<file path="src/rtl/alu_reservation_station_if.sv">
// Shared widths, decoded control type and the dispatch/CDB/issue bus of the ALU
// reservation station. The station is the slave; dispatch, CDB and ALU drive as master.
`ifndef PHYSICAL_REG_NUM_WIDTH
`define PHYSICAL_REG_NUM_WIDTH 6
`endif
`ifndef REG_VAL_WIDTH
`define REG_VAL_WIDTH 32
`endif
`ifndef INST_ADDR_WIDTH
`define INST_ADDR_WIDTH 32
`endif
`ifndef ROB_SIZE_WIDTH
`define ROB_SIZE_WIDTH 4
`endif

package alu_rs_pkg;
  typedef struct packed {
    logic       alu_src;
    logic       is_branch;
    logic [3:0] alu_op;
  } control_t;
endpackage

interface alu_reservation_station_if;
  import alu_rs_pkg::*;

  logic                               flush;
  logic                               dispatch_valid;
  logic                               dispatch_ready;
  logic [`PHYSICAL_REG_NUM_WIDTH-1:0] src1_tag;
  logic                               src1_rdy;
  logic [`REG_VAL_WIDTH-1:0]          src1_val;
  logic [`PHYSICAL_REG_NUM_WIDTH-1:0] src2_tag;
  logic                               src2_rdy;
  logic [`REG_VAL_WIDTH-1:0]          src2_val;
  logic [`PHYSICAL_REG_NUM_WIDTH-1:0] dst_reg_in;
  control_t                           control_in;
  logic [`REG_VAL_WIDTH-1:0]          immediate_in;
  logic [`INST_ADDR_WIDTH-1:0]        pc_in;
  logic [`ROB_SIZE_WIDTH-1:0]         tag_in;
  logic                               cdb_valid;
  logic [`PHYSICAL_REG_NUM_WIDTH-1:0] cdb_addr;
  logic [`REG_VAL_WIDTH-1:0]          cdb_val;
  logic                               alu_ready;
  logic                               rs_valid;
  logic [`REG_VAL_WIDTH-1:0]          src_reg1_val;
  logic [`REG_VAL_WIDTH-1:0]          src_reg2_val;
  logic [`PHYSICAL_REG_NUM_WIDTH-1:0] dst_reg_addr;
  control_t                           control;
  logic [`REG_VAL_WIDTH-1:0]          immediate;
  logic [`INST_ADDR_WIDTH-1:0]        pc_out;
  logic [`ROB_SIZE_WIDTH-1:0]         new_inst_tag_out;

  modport master (
    output flush, dispatch_valid, src1_tag, src1_rdy, src1_val,
           src2_tag, src2_rdy, src2_val, dst_reg_in, control_in,
           immediate_in, pc_in, tag_in, cdb_valid, cdb_addr, cdb_val, alu_ready,
    input  dispatch_ready, rs_valid, src_reg1_val, src_reg2_val, dst_reg_addr,
           control, immediate, pc_out, new_inst_tag_out
  );

  modport slave (
    input  flush, dispatch_valid, src1_tag, src1_rdy, src1_val,
           src2_tag, src2_rdy, src2_val, dst_reg_in, control_in,
           immediate_in, pc_in, tag_in, cdb_valid, cdb_addr, cdb_val, alu_ready,
    output dispatch_ready, rs_valid, src_reg1_val, src_reg2_val, dst_reg_addr,
           control, immediate, pc_out, new_inst_tag_out
  );
endinterface

</file>
<file path="src/rtl/alu_reservation_station.sv">
// Compacting, age-ordered ALU reservation station with CDB wakeup and oldest-ready issue.
// Optional macro RS_ISSUE_BYPASS_EN lets an operand woken by the CDB issue in the same edge.
`ifndef PHYSICAL_REG_NUM_WIDTH
`define PHYSICAL_REG_NUM_WIDTH 6
`endif
`ifndef REG_VAL_WIDTH
`define REG_VAL_WIDTH 32
`endif
`ifndef INST_ADDR_WIDTH
`define INST_ADDR_WIDTH 32
`endif
`ifndef ROB_SIZE_WIDTH
`define ROB_SIZE_WIDTH 4
`endif

module alu_reservation_station
  import alu_rs_pkg::*;
#(
  parameter int RS_DEPTH       = 4,
  parameter int RS_DEPTH_WIDTH = $clog2(RS_DEPTH + 1)
) (
  input logic                      clk,
  input logic                      reset,
  alu_reservation_station_if.slave rs_if
);

  typedef struct packed {
    logic                               valid;
    logic                               src1_rdy;
    logic [`PHYSICAL_REG_NUM_WIDTH-1:0] src1_tag;
    logic [`REG_VAL_WIDTH-1:0]          src1_val;
    logic                               src2_rdy;
    logic [`PHYSICAL_REG_NUM_WIDTH-1:0] src2_tag;
    logic [`REG_VAL_WIDTH-1:0]          src2_val;
    logic [`PHYSICAL_REG_NUM_WIDTH-1:0] dst_reg;
    control_t                           control;
    logic [`REG_VAL_WIDTH-1:0]          immediate;
    logic [`INST_ADDR_WIDTH-1:0]        pc;
    logic [`ROB_SIZE_WIDTH-1:0]         rob_tag;
  } rs_entry_t;

  typedef struct packed {
    logic [`REG_VAL_WIDTH-1:0]          src1_val;
    logic [`REG_VAL_WIDTH-1:0]          src2_val;
    logic [`PHYSICAL_REG_NUM_WIDTH-1:0] dst_reg;
    control_t                           control;
    logic [`REG_VAL_WIDTH-1:0]          immediate;
    logic [`INST_ADDR_WIDTH-1:0]        pc;
    logic [`ROB_SIZE_WIDTH-1:0]         rob_tag;
  } issue_t;

  function automatic issue_t to_issue(input rs_entry_t e);
    issue_t r;
    r.src1_val  = e.src1_val;
    r.src2_val  = e.src2_val;
    r.dst_reg   = e.dst_reg;
    r.control   = e.control;
    r.immediate = e.immediate;
    r.pc        = e.pc;
    r.rob_tag   = e.rob_tag;
    return r;
  endfunction

  rs_entry_t                 entries_q [RS_DEPTH];
  rs_entry_t                 entries_d [RS_DEPTH];
  rs_entry_t                 woken     [RS_DEPTH+1];
  rs_entry_t                 new_entry;
  rs_entry_t                 sel_entry;
  logic [RS_DEPTH_WIDTH-1:0] count_q, count_d, wr_idx;
  logic                      rs_valid_q, rs_valid_d;
  issue_t                    issue_q, issue_d;
  logic [RS_DEPTH-1:0]       elig;
  logic                      found;
  int                        sel_idx;
  logic                      cap1, cap2;
  logic                      dispatch_ready;
  logic                      disp_fire, issue_window, issue_from_q, issue_direct, store_new;

  assign dispatch_ready = count_q < RS_DEPTH_WIDTH'(RS_DEPTH);

  // Queue contents as they look after this cycle's CDB broadcast; the extra
  // all-zero slot feeds the top entry during compaction.
  always_comb begin
    for (int i = 0; i < RS_DEPTH; i++) begin
      woken[i] = entries_q[i];
      if (rs_if.cdb_valid && entries_q[i].valid) begin
        if (!entries_q[i].src1_rdy && (entries_q[i].src1_tag == rs_if.cdb_addr)) begin
          woken[i].src1_rdy = 1'b1;
          woken[i].src1_val = rs_if.cdb_val;
        end
        if (!entries_q[i].src2_rdy && (entries_q[i].src2_tag == rs_if.cdb_addr)) begin
          woken[i].src2_rdy = 1'b1;
          woken[i].src2_val = rs_if.cdb_val;
        end
      end
    end
    woken[RS_DEPTH] = '0;
  end

  always_comb begin
    cap1 = rs_if.cdb_valid && !rs_if.src1_rdy && (rs_if.src1_tag == rs_if.cdb_addr);
    cap2 = rs_if.cdb_valid && !rs_if.src2_rdy && (rs_if.src2_tag == rs_if.cdb_addr);
    new_entry           = '0;
    new_entry.valid     = 1'b1;
    new_entry.src1_rdy  = rs_if.src1_rdy || cap1;
    new_entry.src1_tag  = rs_if.src1_tag;
    new_entry.src1_val  = cap1 ? rs_if.cdb_val : rs_if.src1_val;
    new_entry.src2_rdy  = rs_if.src2_rdy || cap2;
    new_entry.src2_tag  = rs_if.src2_tag;
    new_entry.src2_val  = cap2 ? rs_if.cdb_val : rs_if.src2_val;
    new_entry.dst_reg   = rs_if.dst_reg_in;
    new_entry.control   = rs_if.control_in;
    new_entry.immediate = rs_if.immediate_in;
    new_entry.pc        = rs_if.pc_in;
    new_entry.rob_tag   = rs_if.tag_in;
  end

  // Oldest-first pick; without the bypass an entry only counts as ready once
  // its operands are already held in the queue.
  always_comb begin
    found     = 1'b0;
    sel_idx   = 0;
    sel_entry = woken[0];
    for (int i = 0; i < RS_DEPTH; i++) begin
`ifdef RS_ISSUE_BYPASS_EN
      elig[i] = woken[i].valid && woken[i].src1_rdy && woken[i].src2_rdy;
`else
      elig[i] = entries_q[i].valid && entries_q[i].src1_rdy && entries_q[i].src2_rdy;
`endif
      if (!found && elig[i]) begin
        found     = 1'b1;
        sel_idx   = i;
        sel_entry = woken[i];
      end
    end
  end

  always_comb begin
    disp_fire    = rs_if.dispatch_valid && dispatch_ready;
    issue_window = !rs_valid_q && rs_if.alu_ready;
    issue_from_q = issue_window && found;
`ifdef RS_ISSUE_BYPASS_EN
    issue_direct = issue_window && !found && disp_fire && (count_q == '0) &&
                   new_entry.src1_rdy && new_entry.src2_rdy && (cap1 || cap2);
`else
    issue_direct = 1'b0;
`endif
    store_new  = disp_fire && !issue_direct;
    wr_idx     = count_q - RS_DEPTH_WIDTH'(issue_from_q);
    count_d    = count_q + RS_DEPTH_WIDTH'(store_new) - RS_DEPTH_WIDTH'(issue_from_q);
    rs_valid_d = issue_from_q || issue_direct;
    issue_d    = issue_q;
    if (issue_from_q) begin
      issue_d = to_issue(sel_entry);
    end else if (issue_direct) begin
      issue_d = to_issue(new_entry);
    end

    for (int i = 0; i < RS_DEPTH; i++) begin
      entries_d[i] = (issue_from_q && (i >= sel_idx)) ? woken[i+1] : woken[i];
      if (store_new && (i == int'(wr_idx))) begin
        entries_d[i] = new_entry;
      end
    end

    if (rs_if.flush) begin
      for (int i = 0; i < RS_DEPTH; i++) begin
        entries_d[i] = '0;
      end
      count_d    = '0;
      rs_valid_d = 1'b0;
      issue_d    = issue_q;
    end
  end

  always_ff @(posedge clk) begin
    if (reset) begin
      for (int i = 0; i < RS_DEPTH; i++) begin
        entries_q[i] <= '0;
      end
      count_q    <= '0;
      rs_valid_q <= 1'b0;
      issue_q    <= '0;
    end else begin
      entries_q  <= entries_d;
      count_q    <= count_d;
      rs_valid_q <= rs_valid_d;
      issue_q    <= issue_d;
    end
  end

  assign rs_if.dispatch_ready   = dispatch_ready;
  assign rs_if.rs_valid         = rs_valid_q;
  assign rs_if.src_reg1_val     = issue_q.src1_val;
  assign rs_if.src_reg2_val     = issue_q.src2_val;
  assign rs_if.dst_reg_addr     = issue_q.dst_reg;
  assign rs_if.control          = issue_q.control;
  assign rs_if.immediate        = issue_q.immediate;
  assign rs_if.pc_out           = issue_q.pc;
  assign rs_if.new_inst_tag_out = issue_q.rob_tag;

endmodule
</file>
<file path="src/flat_wrapper.sv">
// flat-port wrapper written by rule: the top's interface ports become plain ports
module alu_reservation_station_flat import alu_rs_pkg::*;
#(
  parameter int RS_DEPTH       = 4,
  parameter int RS_DEPTH_WIDTH = $clog2(RS_DEPTH + 1)
)
  (clk, reset, rs_if_flush, rs_if_dispatch_valid, rs_if_src1_tag, rs_if_src1_rdy, rs_if_src1_val, rs_if_src2_tag, rs_if_src2_rdy, rs_if_src2_val, rs_if_dst_reg_in, rs_if_control_in, rs_if_immediate_in, rs_if_pc_in, rs_if_tag_in, rs_if_cdb_valid, rs_if_cdb_addr, rs_if_cdb_val, rs_if_alu_ready, rs_if_dispatch_ready, rs_if_rs_valid, rs_if_src_reg1_val, rs_if_src_reg2_val, rs_if_dst_reg_addr, rs_if_control, rs_if_immediate, rs_if_pc_out, rs_if_new_inst_tag_out);
  alu_reservation_station_if rs_if_i ();
  input logic clk;
  input logic reset;
  input wire logic [$bits(rs_if_i.flush)-1:0] rs_if_flush;
  input wire logic [$bits(rs_if_i.dispatch_valid)-1:0] rs_if_dispatch_valid;
  input wire logic [$bits(rs_if_i.src1_tag)-1:0] rs_if_src1_tag;
  input wire logic [$bits(rs_if_i.src1_rdy)-1:0] rs_if_src1_rdy;
  input wire logic [$bits(rs_if_i.src1_val)-1:0] rs_if_src1_val;
  input wire logic [$bits(rs_if_i.src2_tag)-1:0] rs_if_src2_tag;
  input wire logic [$bits(rs_if_i.src2_rdy)-1:0] rs_if_src2_rdy;
  input wire logic [$bits(rs_if_i.src2_val)-1:0] rs_if_src2_val;
  input wire logic [$bits(rs_if_i.dst_reg_in)-1:0] rs_if_dst_reg_in;
  input wire logic [$bits(rs_if_i.control_in)-1:0] rs_if_control_in;
  input wire logic [$bits(rs_if_i.immediate_in)-1:0] rs_if_immediate_in;
  input wire logic [$bits(rs_if_i.pc_in)-1:0] rs_if_pc_in;
  input wire logic [$bits(rs_if_i.tag_in)-1:0] rs_if_tag_in;
  input wire logic [$bits(rs_if_i.cdb_valid)-1:0] rs_if_cdb_valid;
  input wire logic [$bits(rs_if_i.cdb_addr)-1:0] rs_if_cdb_addr;
  input wire logic [$bits(rs_if_i.cdb_val)-1:0] rs_if_cdb_val;
  input wire logic [$bits(rs_if_i.alu_ready)-1:0] rs_if_alu_ready;
  output wire logic [$bits(rs_if_i.dispatch_ready)-1:0] rs_if_dispatch_ready;
  output wire logic [$bits(rs_if_i.rs_valid)-1:0] rs_if_rs_valid;
  output wire logic [$bits(rs_if_i.src_reg1_val)-1:0] rs_if_src_reg1_val;
  output wire logic [$bits(rs_if_i.src_reg2_val)-1:0] rs_if_src_reg2_val;
  output wire logic [$bits(rs_if_i.dst_reg_addr)-1:0] rs_if_dst_reg_addr;
  output wire logic [$bits(rs_if_i.control)-1:0] rs_if_control;
  output wire logic [$bits(rs_if_i.immediate)-1:0] rs_if_immediate;
  output wire logic [$bits(rs_if_i.pc_out)-1:0] rs_if_pc_out;
  output wire logic [$bits(rs_if_i.new_inst_tag_out)-1:0] rs_if_new_inst_tag_out;
  assign rs_if_i.flush = rs_if_flush;
  assign rs_if_i.dispatch_valid = rs_if_dispatch_valid;
  assign rs_if_i.src1_tag = rs_if_src1_tag;
  assign rs_if_i.src1_rdy = rs_if_src1_rdy;
  assign rs_if_i.src1_val = rs_if_src1_val;
  assign rs_if_i.src2_tag = rs_if_src2_tag;
  assign rs_if_i.src2_rdy = rs_if_src2_rdy;
  assign rs_if_i.src2_val = rs_if_src2_val;
  assign rs_if_i.dst_reg_in = rs_if_dst_reg_in;
  assign rs_if_i.control_in = rs_if_control_in;
  assign rs_if_i.immediate_in = rs_if_immediate_in;
  assign rs_if_i.pc_in = rs_if_pc_in;
  assign rs_if_i.tag_in = rs_if_tag_in;
  assign rs_if_i.cdb_valid = rs_if_cdb_valid;
  assign rs_if_i.cdb_addr = rs_if_cdb_addr;
  assign rs_if_i.cdb_val = rs_if_cdb_val;
  assign rs_if_i.alu_ready = rs_if_alu_ready;
  assign rs_if_dispatch_ready = rs_if_i.dispatch_ready;
  assign rs_if_rs_valid = rs_if_i.rs_valid;
  assign rs_if_src_reg1_val = rs_if_i.src_reg1_val;
  assign rs_if_src_reg2_val = rs_if_i.src_reg2_val;
  assign rs_if_dst_reg_addr = rs_if_i.dst_reg_addr;
  assign rs_if_control = rs_if_i.control;
  assign rs_if_immediate = rs_if_i.immediate;
  assign rs_if_pc_out = rs_if_i.pc_out;
  assign rs_if_new_inst_tag_out = rs_if_i.new_inst_tag_out;
  alu_reservation_station #(.RS_DEPTH(RS_DEPTH), .RS_DEPTH_WIDTH(RS_DEPTH_WIDTH)) u_core (.clk(clk), .reset(reset), .rs_if(rs_if_i));
endmodule
</file>
<file path="config.mk">
export PLATFORM = sky130hd
export DESIGN_NAME = alu_reservation_station_flat
export DESIGN_NICKNAME = d
export VERILOG_FILES = /design/src/rtl/alu_reservation_station_if.sv /design/src/rtl/alu_reservation_station.sv /design/src/flat_wrapper.sv
export SDC_FILE = /design/constraint.sdc
export NUM_CORES = 2
export LEC_CHECK = 0
export BUFFER_PORTS_ARGS = -buffer_cell sky130_fd_sc_hd__buf_2
export CORE_ASPECT_RATIO = 0.9
export CORE_MARGIN = 3
export CORE_UTILIZATION = 54
export CTS_CLUSTER_DIAMETER = 50
export DETAILED_ROUTE_END_ITERATION = 12
export HOLD_SLACK_MARGIN = 0.06
export PLACE_DENSITY = 0.73
export SYNTH_ARGS = -nofsm -noshare
export SYNTH_HDL_FRONTEND = slang
export SYNTH_SLANG_ARGS = --single-unit
</file>
<file path="constraint.sdc">
create_clock -name clk -period 3.4 [get_ports clk]
set_input_delay 0.34 -clock clk [delete_from_list [all_inputs] [get_ports clk]]
set_output_delay 0.34 -clock clk [all_outputs]
set_load 0.05 [all_outputs]
</file>
==> reports/metrics.json <==
{
  "whs": {"value": 0.08777, "unit": "ns"},
  "timing.critical_path.slowest_stage_cell": {"value": "nor2_2"},
  "total_power_of_the_final_layout": {"value": 21.14, "unit": "mW"},
  "worst_clock_skew": {"value": 0.02548, "unit": "ns"},
  "first_pass_grt_wire_length": {"value": 228.2, "unit": "mm"},
  "buffer_ports.inserted": {"value": 347},
  "final-max-slew-violation-count": {"value": 0},
  "min_period": {"value": 3.194, "unit": "ns"},
  "fin_nets": {"value": 5287},
  "critPathArrivalTime": {"value": 3.77, "unit": "ns"},
  "dieHeight": {"value": 262.7, "unit": "um"},
  "timing.critical_path.from_type": {"value": "flip-flop"},
  "critical_path.top_delay_family": {"value": "simple AND/OR/NAND/NOR gates"},
  "num-fill-cells": {"value": 6186},
  "ratio_of_cells_with_drive_above_1_in_the_final_layout": {"value": 14.78, "unit": "%"},
  "design.die.area": {"value": 76500, "unit": "sq um"},
  "outcome": {"value": "finished, final reports clean"},
  "grt_antenna_before_repair": {"value": 26},
  "clockRootBuffer": {"value": "clkbuf_16"},
  "fin_crit_sh": {"value": 93.95, "unit": "%"},
  "worst_pin_slew": {"value": 1.236, "unit": "ns"},
  "fp-row-count": {"value": 93},
  "wl_met2": {"value": 64.51, "unit": "mm"},
  "timing.critical_path.cells": {"value": "and3_1, o21ai_4, inv_1, ha_1, ha_1, and4bb_2, buf_4, a21oi_4, nand2_1, nor2_2, a211oi_1, o22ai_1"},
  "detail-route-antenna-nets": {"value": 0},
  "synth_top_area_share": {"value": 39.70, "unit": "%"},
  "holdPathStages": {"value": 3},
  "core": {"value": 72030, "unit": "sq um"},
  "power.share.switching": {"value": 24.84, "unit": "%"},
  "path_clk_slew": {"value": 0.06, "unit": "ns"},
  "sequential_fraction_of_design_power": {"value": 44.4, "unit": "%"},
  "finalWeightedCongestion": {"value": 0.8900},
  "met3RoutedLength": {"value": 17.58, "unit": "mm"},
  "cts_tree": {"value": "built"},
  "multi_input_area": {"value": 21780, "unit": "sq um"},
  "worstSkewPairLatency": {"value": 0.66, "unit": "ns"},
  "hold_class": {"value": "in2reg"},
  "total_power_divided_by_cell_area": {"value": 454.9, "unit": "nW/um^2"},
  "post_synth_num_cell_types": {"value": 69},
  "slowest_delay": {"value": 0.71, "unit": "ns"},
  "timing.slew.headroom": {"value": 17.62, "unit": "%"},
  "area_growth_syn_to_layout": {"value": 17.57, "unit": "%"},
  "ys_warn_count": {"value": 0},
  "p_comb_share": {"value": 6.6, "unit": "%"},
  "detailedRoute.firstPassIterationCount": {"value": 6},
  "irDropWorstVdd": {"value": 398.1, "unit": "uV"},
  "cts_max_level": {"value": 3},
  "clock_path_buffers": {"value": 3},
  "setup_viol": {"value": 0},
  "synth_most_common_cell": {"value": "dfxtp_1"},
  "postSynthNetCount": {"value": 5112},
  "yosysSeqAreaShare": {"value": 39.70, "unit": "%"},
  "first_iter_violations": {"value": 5510},
  "initial_core_util": {"value": 54.89, "unit": "%"},
  "timing.reg2reg.setup_slack": {"value": 0.21, "unit": "ns"},
  "top_signal_layer_used": {"value": "met5"},
  "synth_edf_count": {"value": 0},
  "cp.buffers_inverters": {"value": 2},
  "crit_path_max_fanout": {"value": 11},
  "ys_async_sr_fraction": {"value": 0, "unit": "%"},
  "postLayoutSetupSlackWorst": {"value": 0.2057, "unit": "ns"},
  "ys_top_cells_by_area": {"value": "dfxtp_1, nand2_1, nor2_1"},
  "vias_per_cell": {"value": 6.790},
  "die_x": {"value": 291.2, "unit": "um"},
  "unrepaired_setup_endpoints_after_global_routing": {"value": "no"},
  "utilization": {"value": 64.53, "unit": "%"},
  "detail_route.wirelength.met1": {"value": 60.09, "unit": "mm"},
  "worstSetupPathDepth": {"value": 12},
  "gate_count_post_synth": {"value": 4905},
  "internal_cell_power": {"value": 15.89, "unit": "mW"},
  "netSwitchingPower": {"value": 5.251, "unit": "mW"},
  "cap_viol_max_count": {"value": 0},
  "global_route.overflow_total": {"value": 0},
  "register_area": {"value": 15700, "unit": "sq um"},
  "worst_setup_path_end_kind": {"value": "flip-flop"},
  "hold_viol_final": {"value": 0},
  "hpwlAfterDp": {"value": 81.60, "unit": "mm"},
  "p_leak": {"value": 16.65, "unit": "nW"},
  "grt_pass1_vias": {"value": 38900},
  "critPathMostFrequentCell": {"value": "ha_1"},
  "path_class": {"value": "reg2reg"},
  "post_drt_wl_per_cell": {"value": 24.29, "unit": "um"},
  "timing.fmax": {"value": 313.1, "unit": "MHz"},
  "yosys-top-cells-count": {"value": "dfxtp_1, nand2_1, nor2_1, clkbuf_1, a311oi_1"},
  "grt.total_usage": {"value": 36.76, "unit": "%"},
  "synth-seq-cells": {"value": 784},
  "cts_inserted_buffers": {"value": 92},
  "postSynthAreaPerCell": {"value": 8.060, "unit": "sq um"},
  "postRouteWirelength": {"value": 148.9, "unit": "mm"},
  "cts_num_sinks": {"value": 784},
  "boundaryPins": {"value": 348},
  "drc_errors": {"value": 0},
  "post_synth_instance_area": {"value": 39540, "unit": "sq um"},
  "reg2reg_depth": {"value": 12},
  "power.share.clock": {"value": 49.0, "unit": "%"},
  "grt_start_max_net_pins": {"value": 219},
  "yosys_most_used_dff": {"value": "dfxtp_1"},
  "worstPathRequired": {"value": 3.98, "unit": "ns"},
  "post-synth-top-area-cell": {"value": "dfxtp_1"},
  "routed-via-count": {"value": 41620},
  "pre_cts_ws": {"value": -0.3946, "unit": "ns"}
}
==> state kept, by name, indices dropped and copies added, names as in the netlist, named ones only <==
signal	count
u_core.count_q	3
u_core.rs_if.control	6
u_core.rs_if.dst_reg_addr	6
u_core.rs_if.rs_valid	1
u_core.entries_q	635
u_core.rs_if.src_reg1_val	32
u_core.rs_if.pc_out	32
u_core.rs_if.new_inst_tag_out	4
u_core.rs_if.src_reg2_val	32
u_core.rs_if.immediate	32
==> area by class of cell <==
| class | instances | area share (%) |
|---|---|---|
| multi-input cells | 3549 | 46.86 |
| flip-flops and latches | 784 | 33.77 |
| inverters | 46 | 0.3715 |
| well taps | 950 | 2.557 |
| diodes | 26 | 0.1400 |
| clock inverters | 45 | 1.265 |
| clock buffers | 123 | 5.550 |
| repair buffers | 607 | 9.494 |
==> tightest hold or removal path: stages <==
cell	delay [ns]
buf_2	0.17
a22oi_1	0.12
nand3_1	0.08
==> layout by cell type (no fill, tap or decap), types with 26 or more instances in the layout <==
cell type	instances
nor3_1	89
o21a_1	32
nand2_1	713
diode_2	26
a211oi_1	207
nor2_1	632
o31a_1	32
mux2i_1	208
buf_12	32
a21oi_1	149
a221oi_1	32
a31o_2	33
buf_4	103
nand3_1	135
o21ai_0	161
nand2b_1	36
xor2_1	44
dfxtp_1	784
o22ai_1	99
a311oi_1	276
a31oi_1	50
o221ai_1	128
a22oi_1	64
buf_2	346
dlygate4sd3_1	124
nor2_2	36
o22a_1	66
clkbuf_16	93
o2111ai_1	64
inv_1	46
==> per-layer routing <==
metal	track usage, %	vias up
li1	-	18540
met1	50.64	19760
met2	54.80	2814
met3	8.171	497
met4	17.05	8
met5	0	-
==> power groups by stage <==
stage               Combinational, mW  Clock, mW  Sequential, mW
finish                           1.39       10.4            9.39
global route                     1.47       10.8            9.40
CTS                              1.34       10.4            9.38
detailed placement               1.22          0            9.58
global placement                 1.20          0            9.58
floorplan                       0.717          0            9.57
==> final timing paths <==
check / startpoint / endpoint
min reg2reg: u_core.entries_q[46] / u_core.entries_q[46]
max reg2reg: u_core.entries_q[118] / u_core.entries_q[285]
max: u_core.entries_q[118] / u_core.entries_q[285]
min: rs_if_src1_val[1] / u_core.entries_q[438]
==> cells by family after synthesis <==
group                    Yosys count  share of synthesized area (%)
AND/OR/NAND/NOR                 1720                          17.98
AO/OA/AOI/OAI                   1538                          29.15
flip-flops                       784                          39.70
buffers and inverters            574                          5.934
multiplexers                     225                          5.760
XOR/XNOR                          59                          1.307
adder cells (fa/ha/maj)            5                         0.1772
==> stage by stage <==
step,instances,instance area [sq um],TNS (ns)
after global routing,6120,46460,0
after CTS,6103,46390,0
after floorplan,4905,39550,0
after detailed placement,5809,41950,-17.83
final,6130,46480,0
after global placement,5809,41950,-11.58
==> repair_timing <==
item                                    4_1_cts  5_1_grt
hold buffers                                124        0
buffers inserted                              0        1
cloned                                        2        0
resized for setup                             3        7
pin swaps                                     1        1
endpoints found under the hold margin       400        0
endpoints found under the setup margin       55      111
Note: power is estimated with default switching activity, not from simulation.
